[config.mk]
export PLATFORM = sky130hd
export DESIGN_NAME = calc_entry_sequencer
export DESIGN_NICKNAME = d
export VERILOG_FILES = /design/src/rtl/calc_entry_sequencer.sv
export SDC_FILE = /design/constraint.sdc
export NUM_CORES = 1
export LEC_CHECK = 0
export BUFFER_PORTS_ARGS = -buffer_cell sky130_fd_sc_hd__buf_2
export CAP_MARGIN = 10
export CORE_ASPECT_RATIO = 0.8
export CORE_UTILIZATION = 45
export CTS_CLUSTER_SIZE = 25
export DETAILED_ROUTE_END_ITERATION = 12
export HOLD_SLACK_MARGIN = 0.15
export PLACE_DENSITY = 0.77
export SETUP_SLACK_MARGIN = 0.2
export SLEW_MARGIN = 10
export SYNTH_ARGS = -nofsm -noshare
export SYNTH_HDL_FRONTEND = slang
export SYNTH_SLANG_ARGS = --single-unit
export TNS_END_PERCENT = 20
[constraint.sdc]
create_clock -name clk -period 5.82 [get_ports clk]
set_input_delay 1.164 -clock clk [delete_from_list [all_inputs] [get_ports clk]]
set_output_delay 1.164 -clock clk [all_outputs]
set_load 0.01 [all_outputs]
[src/rtl/calc_entry_sequencer.sv]
// Keypad calculator entry sequencer: collects operands and operator from key events,
// issues one ALU request per '=', and produces the registered display value.
module calc_entry_sequencer #(
   parameter int DIGITS  = 4,
   parameter int W       = 16,
   parameter int TIMEOUT = 1024
) (
   input  logic         clk,
   input  logic         rst_n,
   input  logic         key_valid,
   input  logic [3:0]   key_code,
   output logic         key_ready,
   output logic         alu_start,
   output logic [1:0]   alu_op,
   output logic [W-1:0] alu_a,
   output logic [W-1:0] alu_b,
   input  logic         alu_done,
   input  logic         alu_err,
   input  logic [W-1:0] alu_result,
   output logic [W-1:0] disp_value,
   output logic         error
);

   localparam int CW = $clog2(DIGITS + 1);
   localparam int TW = $clog2(TIMEOUT);

   typedef enum logic [2:0] {ENTER_A, ENTER_B, CALC, SHOW, ERR} state_t;

   state_t         state;
   logic [W-1:0]   opa;
   logic [W-1:0]   opb;
   logic [1:0]     op;
   logic [CW-1:0]  cnt;
   logic [TW-1:0]  tcnt;

   logic       key_accept;
   logic       is_digit;
   logic       is_op;
   logic       is_eq;
   logic       is_clr;
   logic       room;
   logic       timeout_hit;
   logic [1:0] op_code;

   // key_ready is a register that always equals (state != CALC), so it gates keys directly.
   assign key_accept  = key_valid & key_ready;
   assign is_digit    = (key_code <= 4'd9);
   assign is_op       = (key_code >= 4'hA) && (key_code <= 4'hD);
   assign is_eq       = (key_code == 4'hE);
   assign is_clr      = (key_code == 4'hF);
   assign room        = (cnt < CW'(DIGITS));
   assign timeout_hit = (tcnt == TW'(TIMEOUT - 1));
   // Keys A,B,C,D select add,sub,mul,div, i.e. ALU codes 00,01,10,11.
   assign op_code     = {~key_code[1], key_code[0]};

   assign alu_a  = opa;
   assign alu_b  = opb;
   assign alu_op = op;

   // NOTE: every register here uses non-blocking assignment, so all right-hand sides
   // (including the display mux) see the values from before this edge.
   always_ff @(posedge clk or negedge rst_n) begin
      if (!rst_n) begin
         state      <= ENTER_A;
         opa        <= '0;
         opb        <= '0;
         op         <= '0;
         cnt        <= '0;
         tcnt       <= '0;
         disp_value <= '0;
         alu_start  <= 1'b0;
         key_ready  <= 1'b1;
         error      <= 1'b0;
      end else begin
         alu_start <= 1'b0;

         // Display follows the state one cycle behind; CALC keeps the last shown value.
         case (state)
            ENTER_A, SHOW: disp_value <= opa;
            ENTER_B:       disp_value <= (cnt != '0) ? opb : opa;
            ERR:           disp_value <= '0;
            default:       ;
         endcase

         if (key_accept && is_clr) begin
            state      <= ENTER_A;
            opa        <= '0;
            opb        <= '0;
            op         <= '0;
            cnt        <= '0;
            tcnt       <= '0;
            disp_value <= '0;
            key_ready  <= 1'b1;
            error      <= 1'b0;
         end else begin
            case (state)
               ENTER_A: begin
                  if (key_accept) begin
                     if (is_digit && room) begin
                        opa <= {opa[W-5:0], key_code};
                        cnt <= cnt + 1'b1;
                     end else if (is_op) begin
                        op    <= op_code;
                        opb   <= '0;
                        cnt   <= '0;
                        state <= ENTER_B;
                     end
                  end
               end

               ENTER_B: begin
                  if (key_accept) begin
                     if (is_digit && room) begin
                        opb <= {opb[W-5:0], key_code};
                        cnt <= cnt + 1'b1;
                     end else if (is_op && cnt == '0) begin
                        op <= op_code;
                     end else if (is_eq && cnt != '0) begin
                        state     <= CALC;
                        alu_start <= 1'b1;
                        key_ready <= 1'b0;
                        tcnt      <= '0;
                     end
                  end
               end

               CALC: begin
                  // A done arriving in the timeout cycle still completes the request.
                  if (alu_done) begin
                     key_ready <= 1'b1;
                     if (alu_err) begin
                        state <= ERR;
                        error <= 1'b1;
                     end else begin
                        opa   <= alu_result;
                        cnt   <= '0;
                        state <= SHOW;
                     end
                  end else if (timeout_hit) begin
                     state     <= ERR;
                     error     <= 1'b1;
                     key_ready <= 1'b1;
                  end else begin
                     tcnt <= tcnt + 1'b1;
                  end
               end

               SHOW: begin
                  if (key_accept) begin
                     if (is_digit) begin
                        opa   <= W'(key_code);
                        cnt   <= CW'(1);
                        state <= ENTER_A;
                     end else if (is_op) begin
                        op    <= op_code;
                        opb   <= '0;
                        cnt   <= '0;
                        state <= ENTER_B;
                     end
                  end
               end

               ERR:     ;
               default: state <= ENTER_A;
            endcase
         end
      end
   end

endmodule

== Yosys cells after proc, flatten, opt, wreduce, memory -nomap -nowiden ==
Cells that the tools add are included.
Widths: inputs -> output; s select.

* Memories: 0
* Register bits: 69
* RAM bits: 0
* Latch bits: 0
* Output and inout port bits: 53
* ROM bits: 0

* Multiply operators: 0
* Shift-type cells: 0
* Mux-type cells: 81
* $add $sub $neg: 2
* Div/mod/pow operators: 0
* $lt $le $gt $ge: 4
* Eq/ne operators: 26
* Bitwise logic cells: 2
* Reduce and logical (&&, ||, !) cells: 24

{| class="wikitable"
|+ Operators by type and width
! operator !! number
|-
| $mux 16 || 17
|-
| $pmux 16 s3 || 3
|-
| $mux 10 || 7
|-
| $mux 3 || 23
|-
| $ne 3x3->1 const B || 16
|-
| $reduce_and 7->1 || 4
|-
| $pmux 10 s2 || 1
|-
| $mux 2 || 9
|-
| $mux 1 || 17
|-
| $pmux 3 s5 || 1
|-
| $pmux 3 s4 || 1
|-
| $reduce_bool 4->1 || 3
|-
| $add 10x1->10 const B || 1
|-
| $eq 10x10->1 const B || 1
|-
| $reduce_and 9->1 || 1
|-
| $reduce_bool 3->1 || 3
|-
| $eq 4x4->1 const B || 2
|-
| $le 4x4->1 const B || 2
|-
| $reduce_and 8->1 || 1
|-
| $eq 3x2->1 const B || 2
|-
| $logic_not 3->1 || 2
|-
| $pmux 2 s3 || 1
|-
| $reduce_and 6->1 || 1
|-
| $logic_and 1x1->1 || 5
|-
| 15 further kinds || 15
|}

== Logic depth before layout (Yosys ltp) ==
Gate-level depths: netlist of run 1.

* Word-level depth: 8
* Mapped depth: 8

== Worst setup path after synthesis of run 1 ==
No wires, ideal clock.

* Path type: input port to flip-flop
* Start: input key_valid
* End: register opa[0], in the netlist alu_a[0]
* Stages: 6
* Buffers on the path: 1
* Path slack: 3.185 ns
* Data required time: 5.695 ns
* Arrival time: 2.510 ns
* Setup time: 0.125 ns
* Cell sequence: nand2_1 o211ai_1 a31oi_1 o21bai_4 buf_6 mux2_2

* Word-level cells in the longest chain between the ends: 4
* Elaborated cells between the ends (all ways): 11

{| class="wikitable"
|+ RTL lines
! what !! line !! text
|-
| start: declaration || 10 || <nowiki>input logic key_valid,</nowiki>
|-
| $and 1x1->1 (*) || 46 || <nowiki>assign key_accept = key_valid & key_ready;</nowiki>
|-
| $logic_and 1x1->1 || 85 || <nowiki>if (key_accept && is_clr) begin</nowiki>
|-
| $ne 3x3->1 (no line) / $reduce_bool 4->1 (equally long branches) || -- ||
|-
| $reduce_and 7->1 (no line) || -- ||
|-
| end signal: assignment || 100 || <nowiki>opa <= {opa[W-5:0], key_code};</nowiki>
|-
| end signal: assignment || 135 || <nowiki>opa <= alu_result;</nowiki>
|-
| end signal: assignment || 151 || <nowiki>opa <= W'(key_code);</nowiki>
|-
| end: declaration || 30 || <nowiki>logic [W-1:0] opa;</nowiki>
|}

Every way passes the cells marked *; elsewhere a longest branch is shown, timed or not.
A chain may end at the register's enable or synchronous reset.

== Worst setup path after layout of run 1 ==
* Start: input key_code[3]
* End: register opa[13], in the netlist alu_a[13]

* Word-level cells in the longest chain between the ends: 4
* Elaborated cells between the ends (all ways): 13

{| class="wikitable"
|+ RTL lines
! what !! line !! text
|-
| start: declaration || 11 || <nowiki>input logic [3:0] key_code,</nowiki>
|-
| $le 4x4->1 / $eq 4x4->1 (equally long branches) || 47, 50 ||
|-
| $logic_and 1x1->1 (on tied branches) || 99, 85 ||
|-
| $ne 3x3->1 (no line) / $reduce_bool 4->1 (equally long branches) || -- ||
|-
| $reduce_and 7->1 (no line) || -- ||
|}

Several ways; a longest one is shown, not always the timed one.

==> impl_metrics.tcl, run 1 <==
set metrics [dict create \
    seqCellArea_um2 1730 \
    synth.cell_area_um2 3820 \
    synthTopCellsByArea "dfrtp_1 (45%), mux2_2 (5.0%), a22o_1 (4.1%)" \
    hold_viol_final 0 \
    synth_ff_type "dfrtp_1" \
    min_period_over_period 0.493 \
    cp-start-kind "primary input" \
    ys_seq_area_frac 0.453 \
    die_w_um 105 \
    max_freq_mhz 349 \
    power_density_nw_per_um2 336 \
    vias_per_cell 6.09 \
    drt_first_pass_iters 7 \
    final-setup-viol-count 0 \
    crit_path_end_kind "register" \
    place.gp.congestion 0.926 \
    status "finished clean" \
    fin_nets 482 \
    avgSynthCellArea_um2 9.79 \
    area_growth_pct 15.7 \
    async_flop_share 1.00 \
    antenna_found_initial 0 \
    multi_input_area_um2 1890 \
    coreArea_um2 8090 \
    row_count 29 \
    fin_hold_ws_ns 0.484 \
    fin_skew_ns 0.0107 \
    critical_path_class "in -> reg" \
    synthCells 390 \
    root_buffer "clkbuf_8" \
    cts_tree "built" \
    cts_resized 0 \
    routedWlPerCell_um 18.3 \
    p_leak_nw 2.16 \
    cts-buffers-inserted 9 \
    maxSlewHeadroom 0.208 \
    cts_htree_levels 3 \
    start_util 0.472 \
    grt.overflow.total 0 \
    yosysTopAreaCellShare 0.446 \
    crit_arrival_ns 3.11 \
    cts_sinks 69 \
    drive_gt1_frac 0.284 \
    tns_ns 0 \
    grt_pass1_wl_um 16900 \
    synth_largest_area_cell "dfrtp_1" \
    dpl.hpwl_um 7270 \
    worst_pin_slew_ns 1.18 \
    ys_seq_elements 69 \
    finalMaxSlewViolations 0 \
    postCtsHoldBufs 0 \
    grt.total_usage 0.244 \
    drtAntennaViolNets 0 \
    maxCapViolCount 0 \
    dieHeight_um 84.4 \
    synthesis.nets 418 \
    period_needed_ns 2.87 \
    vias 3445 \
    grt_pass1_vias 3277 \
    synth_edf_count 0 \
    synth_top_cells_by_count "dfrtp_1 (68), nand2_1 (36), o21ai_0 (30)" \
    crit_fanout 17 \
    final.fill_count 725 \
    port_buffers 77 \
    yosysWarningCount 0 \
    hold_path_class "reg -> reg" \
    clkTransAtPathRegs_ns 0.08 \
    peakVddDrop_v 0.000211 \
    drt-total-wl_um 10300 \
    drtIter0Drc 339 \
    diodes 0 \
    grt_max_degree 70 \
    synth_cell_type_count 63 \
    cts_setup_buffers 0 \
    clk_latency_ns 0.35 \
    cp.required_ns 6.06 \
    io_pins 78 \
    rsz0062_at_grt "no" \
    drc 0 \
    synthMostInstantiatedCell "dfrtp_1" \
    die_area_um2 8850 \
    cts_buffer_depth 2 \
]
## logic make-up (layout without fill, tap and decap cells)
group,Yosys count,count (layout),synth area share
adders and majority gates,3,3,0.00984
muxes,31,31,0.0872
buffers and inverters,38,106,0.0521
DFF,69,69,0.453
AOI/OAI and AO/OA,132,132,0.238
and+or+nand+nor,115,115,0.155
xor gates and xnor gates,2,2,0.00459
## state kept, by name, indices dropped and copies added, names as in the netlist
name,flops
alu_a,16
alu_b,16
disp_value,16
tcnt,10
cnt,3
state,3
alu_op,2
alu_start,1
error,1
key_ready,1
## area by class of cell
type,instances,area share
flip-flops and latches,69,0.391
repair buffers,80,0.0924
multi-input cells,283,0.428
clock buffers,9,0.0280
inverters,11,0.00935
clock inverters,6,0.0201
well taps,108,0.0306
## power breakdown
part | leakage [nW] | internal, mW | switching [mW]
sequential | 0.913 | 0.563 | 0.0859
clock | 0.101 | 0.239 | 0.184
combinational | 1.14 | 0.186 | 0.225
total | 2.16 | 0.987 | 0.495
## metal layers
layer  global-route usage  wire, µm
met4               0.0576       116
met5                    0         0
met3               0.0753       828
met2                0.361      4650
met1                0.350      4740
## cell usage in the layout (no fill, tap or decap), types with 4 or more instances in the layout
cell type,Yosys,final
inv_1,11,11
mux2i_1,13,13
buf_2,12,77
a21oi_1,29,29
mux2_2,17,17
clkbuf_8,0,9
o21ai_1,6,6
nor2b_1,5,5
nor2_1,26,25
a31oi_1,6,6
nor3_1,8,8
nand2b_1,4,4
nand3_1,7,7
dfrtp_1,68,68
a22o_1,18,18
o21ai_0,30,30
o21ai_2,4,4
and3_1,14,14
nand2_1,36,36
## critical path, stage by stage
cell      delay [ns]
buf_2           0.19
nand4_1         0.22
nor2_2          0.63
buf_4           0.33
o21bai_4        0.20
mux2_1          0.35
## worst paths after layout
check	start	endpoint	slack (ns)	cells past startpoint
max	key_code[3]	alu_a[13]	2.95	6
min	disp_value[3]	disp_value[3]	0.48	2
max reg2reg	state[0]	alu_b[12]	3.00	5
min reg2reg	disp_value[3]	disp_value[3]	0.48	2
max in group asynchronous	rst_n	alu_b[6]	4.22	2
min in group asynchronous	rst_n	tcnt[1]	0.99	2
## per-stage QoR
stage	util	std cells	area (µm²)	setup slack, ns	power, mW
floorplan	-	390	3820	3.19	0.900
global placement	0.520	551	4200	2.66	1.05
detailed placement	0.520	551	4200	2.62	1.06
CTS	0.546	566	4420	3.01	1.49
global route	0.546	566	4420	2.82	1.56
finish	0.546	566	4420	2.95	1.48
Power figures use the tool's default switching activity.
==> run 2, diff against run 1 <==
- clock period: 5.82 -> 2.7 ns (I/O delays scaled with it)
==> impl_metrics.tcl, run 2 (synthesized netlist as in run 1, its figures left out) <==
set metrics [dict create \
    status "finished clean" \
    grt_max_degree 33 \
    worst_pin_slew_ns 1.06 \
    final_common_cell "buf_2" \
    row_count 29 \
    cts_buffer_depth 2 \
    peakVddDrop_v 0.000450 \
    final_cells 584 \
    layout_common_cells "buf_2 (77), dfrtp_1 (68), nand2_1 (36)" \
    place.gp.congestion 0.972 \
    area_growth_pct 19.3 \
    antenna_found_initial 0 \
    grt.total_usage 0.251 \
    seq_power_share 0.439 \
    cts_htree_levels 3 \
    p_leak_nw 2.25 \
    power_density_nw_per_um2 694 \
    final-setup-viol-count 0 \
    drt_first_pass_iters 5 \
    drtAntennaViolNets 0 \
    power_switching_mw 1.08 \
    cp-start-kind "register" \
    hold_viol_final 0 \
    maxCapViolCount 0 \
    drc 0 \
    coreArea_um2 8090 \
    finalMaxSlewViolations 0 \
    dpl.hpwl_um 7660 \
    crit_arrival_ns 2.59 \
    clk_latency_ns 0.35 \
    cp.required_ns 2.97 \
    die_area_um2 8850 \
    grt_pass1_vias 3190 \
    io_pins 78 \
    start_util 0.472 \
    clkPwrFrac 0.277 \
    drt-total-wl_um 10600 \
    fin_skew_ns 0.0121 \
    internal_power_mw 2.08 \
    grt_pass1_wl_um 17200 \
    fin_nets 499 \
    use_met3 0.0707 \
    max_freq_mhz 432 \
    hold_path_class "in -> async" \
    drive_gt1_frac 0.313 \
    crit_fanout 17 \
    cts_setup_buffers 0 \
    cts-buffers-inserted 9 \
    dieHeight_um 84.4 \
    min_period_over_period 0.858 \
    vias_per_cell 5.94 \
    die_w_um 105 \
    grt_util_met1 0.369 \
    root_buffer "clkbuf_8" \
    port_buffers 77 \
    critical_path_class "reg -> reg" \
    dp_cells 568 \
    rsz0062_at_grt "no" \
    busiest_layer "met1" \
    drtIter0Drc 337 \
    cts_tree "built" \
    period_needed_ns 2.32 \
    cts_sinks 69 \
    p_comb_frac 0.283 \
    vias 3471 \
    diodes 0 \
    grt_util_met2 0.365 \
    grt.overflow.total 0 \
    maxSlewHeadroom 0.290 \
    clkTransAtPathRegs_ns 0.08 \
    tns_ns 0 \
    netSwitchingFraction 0.342 \
    routedWlPerCell_um 18.1 \
    crit_path_end_kind "register" \
]
[run 2: area by class of cell]
type / instances / area (µm²)
clock inverters: 6 / 68.8
multi-input cells: 283 / 1900
inverters: 11 / 41.3
well taps: 108 / 135
fillers: 706 / 3540
flip-flops and latches: 69 / 1730
repair buffers: 97 / 548
clock buffers: 10 / 138
[run 2: what timing repair did]
item | 4_1_cts | 5_1_grt
hold buffers | 0 | 0
endpoints found under the setup margin | 0 | 10
resized for setup | 0 | 1
[run 2: critical path: stages, from the launching register on]
cell	delay, ns
dfrtp_1	0.59
or3b_4	0.49
nor3b_2	0.88
a22o_1	0.28
[run 2: through the flow]
step                power, mW  hold WS, ns   util  setup WS [ns]  instance area (µm²)
CTS                      3.16        0.271  0.562          0.388                 4550
detailed placement       2.29        0.465  0.537          0.274                 4340
global placement         2.27        0.460  0.537          0.287                 4340
finish                   3.16        0.249  0.563          0.383                 4550
floorplan                1.94        0.244      -          0.689                 3820
global route             3.32        0.303  0.563          0.297                 4550
[run 2: power groups by stage]
stage	Combinational, mW	Clock, mW	Sequential (mW)
finish	0.896	0.877	1.39
floorplan	0.500	0	1.44
CTS	0.893	0.884	1.38
detailed placement	0.888	0	1.40
global placement	0.873	0	1.40
global route	0.973	0.930	1.42
[run 2: layer usage]
layer / vias up / routed length (µm)
li1: 1598 / -
met1: 1674 / 4730
met2: 180 / 4680
met3: 19 / 988
met4: 0 / 149
met5: - / 0
[run 2: worst paths after layout]
| kind | start | endpoint | cells after the start | slack, ns |
|---|---|---|---|---|
| max reg2reg | state[1] | alu_b[12] | 3 | 0.38 |
| max in group asynchronous | rst_n | alu_b[12] | 2 | 1.66 |
| min in group clk | key_code[0] | alu_start | 2 | 0.46 |
| max | state[1] | alu_b[12] | 3 | 0.38 |
| min reg2reg | disp_value[3] | disp_value[3] | 2 | 0.48 |
| min | rst_n | tcnt[4] | 1 | 0.25 |
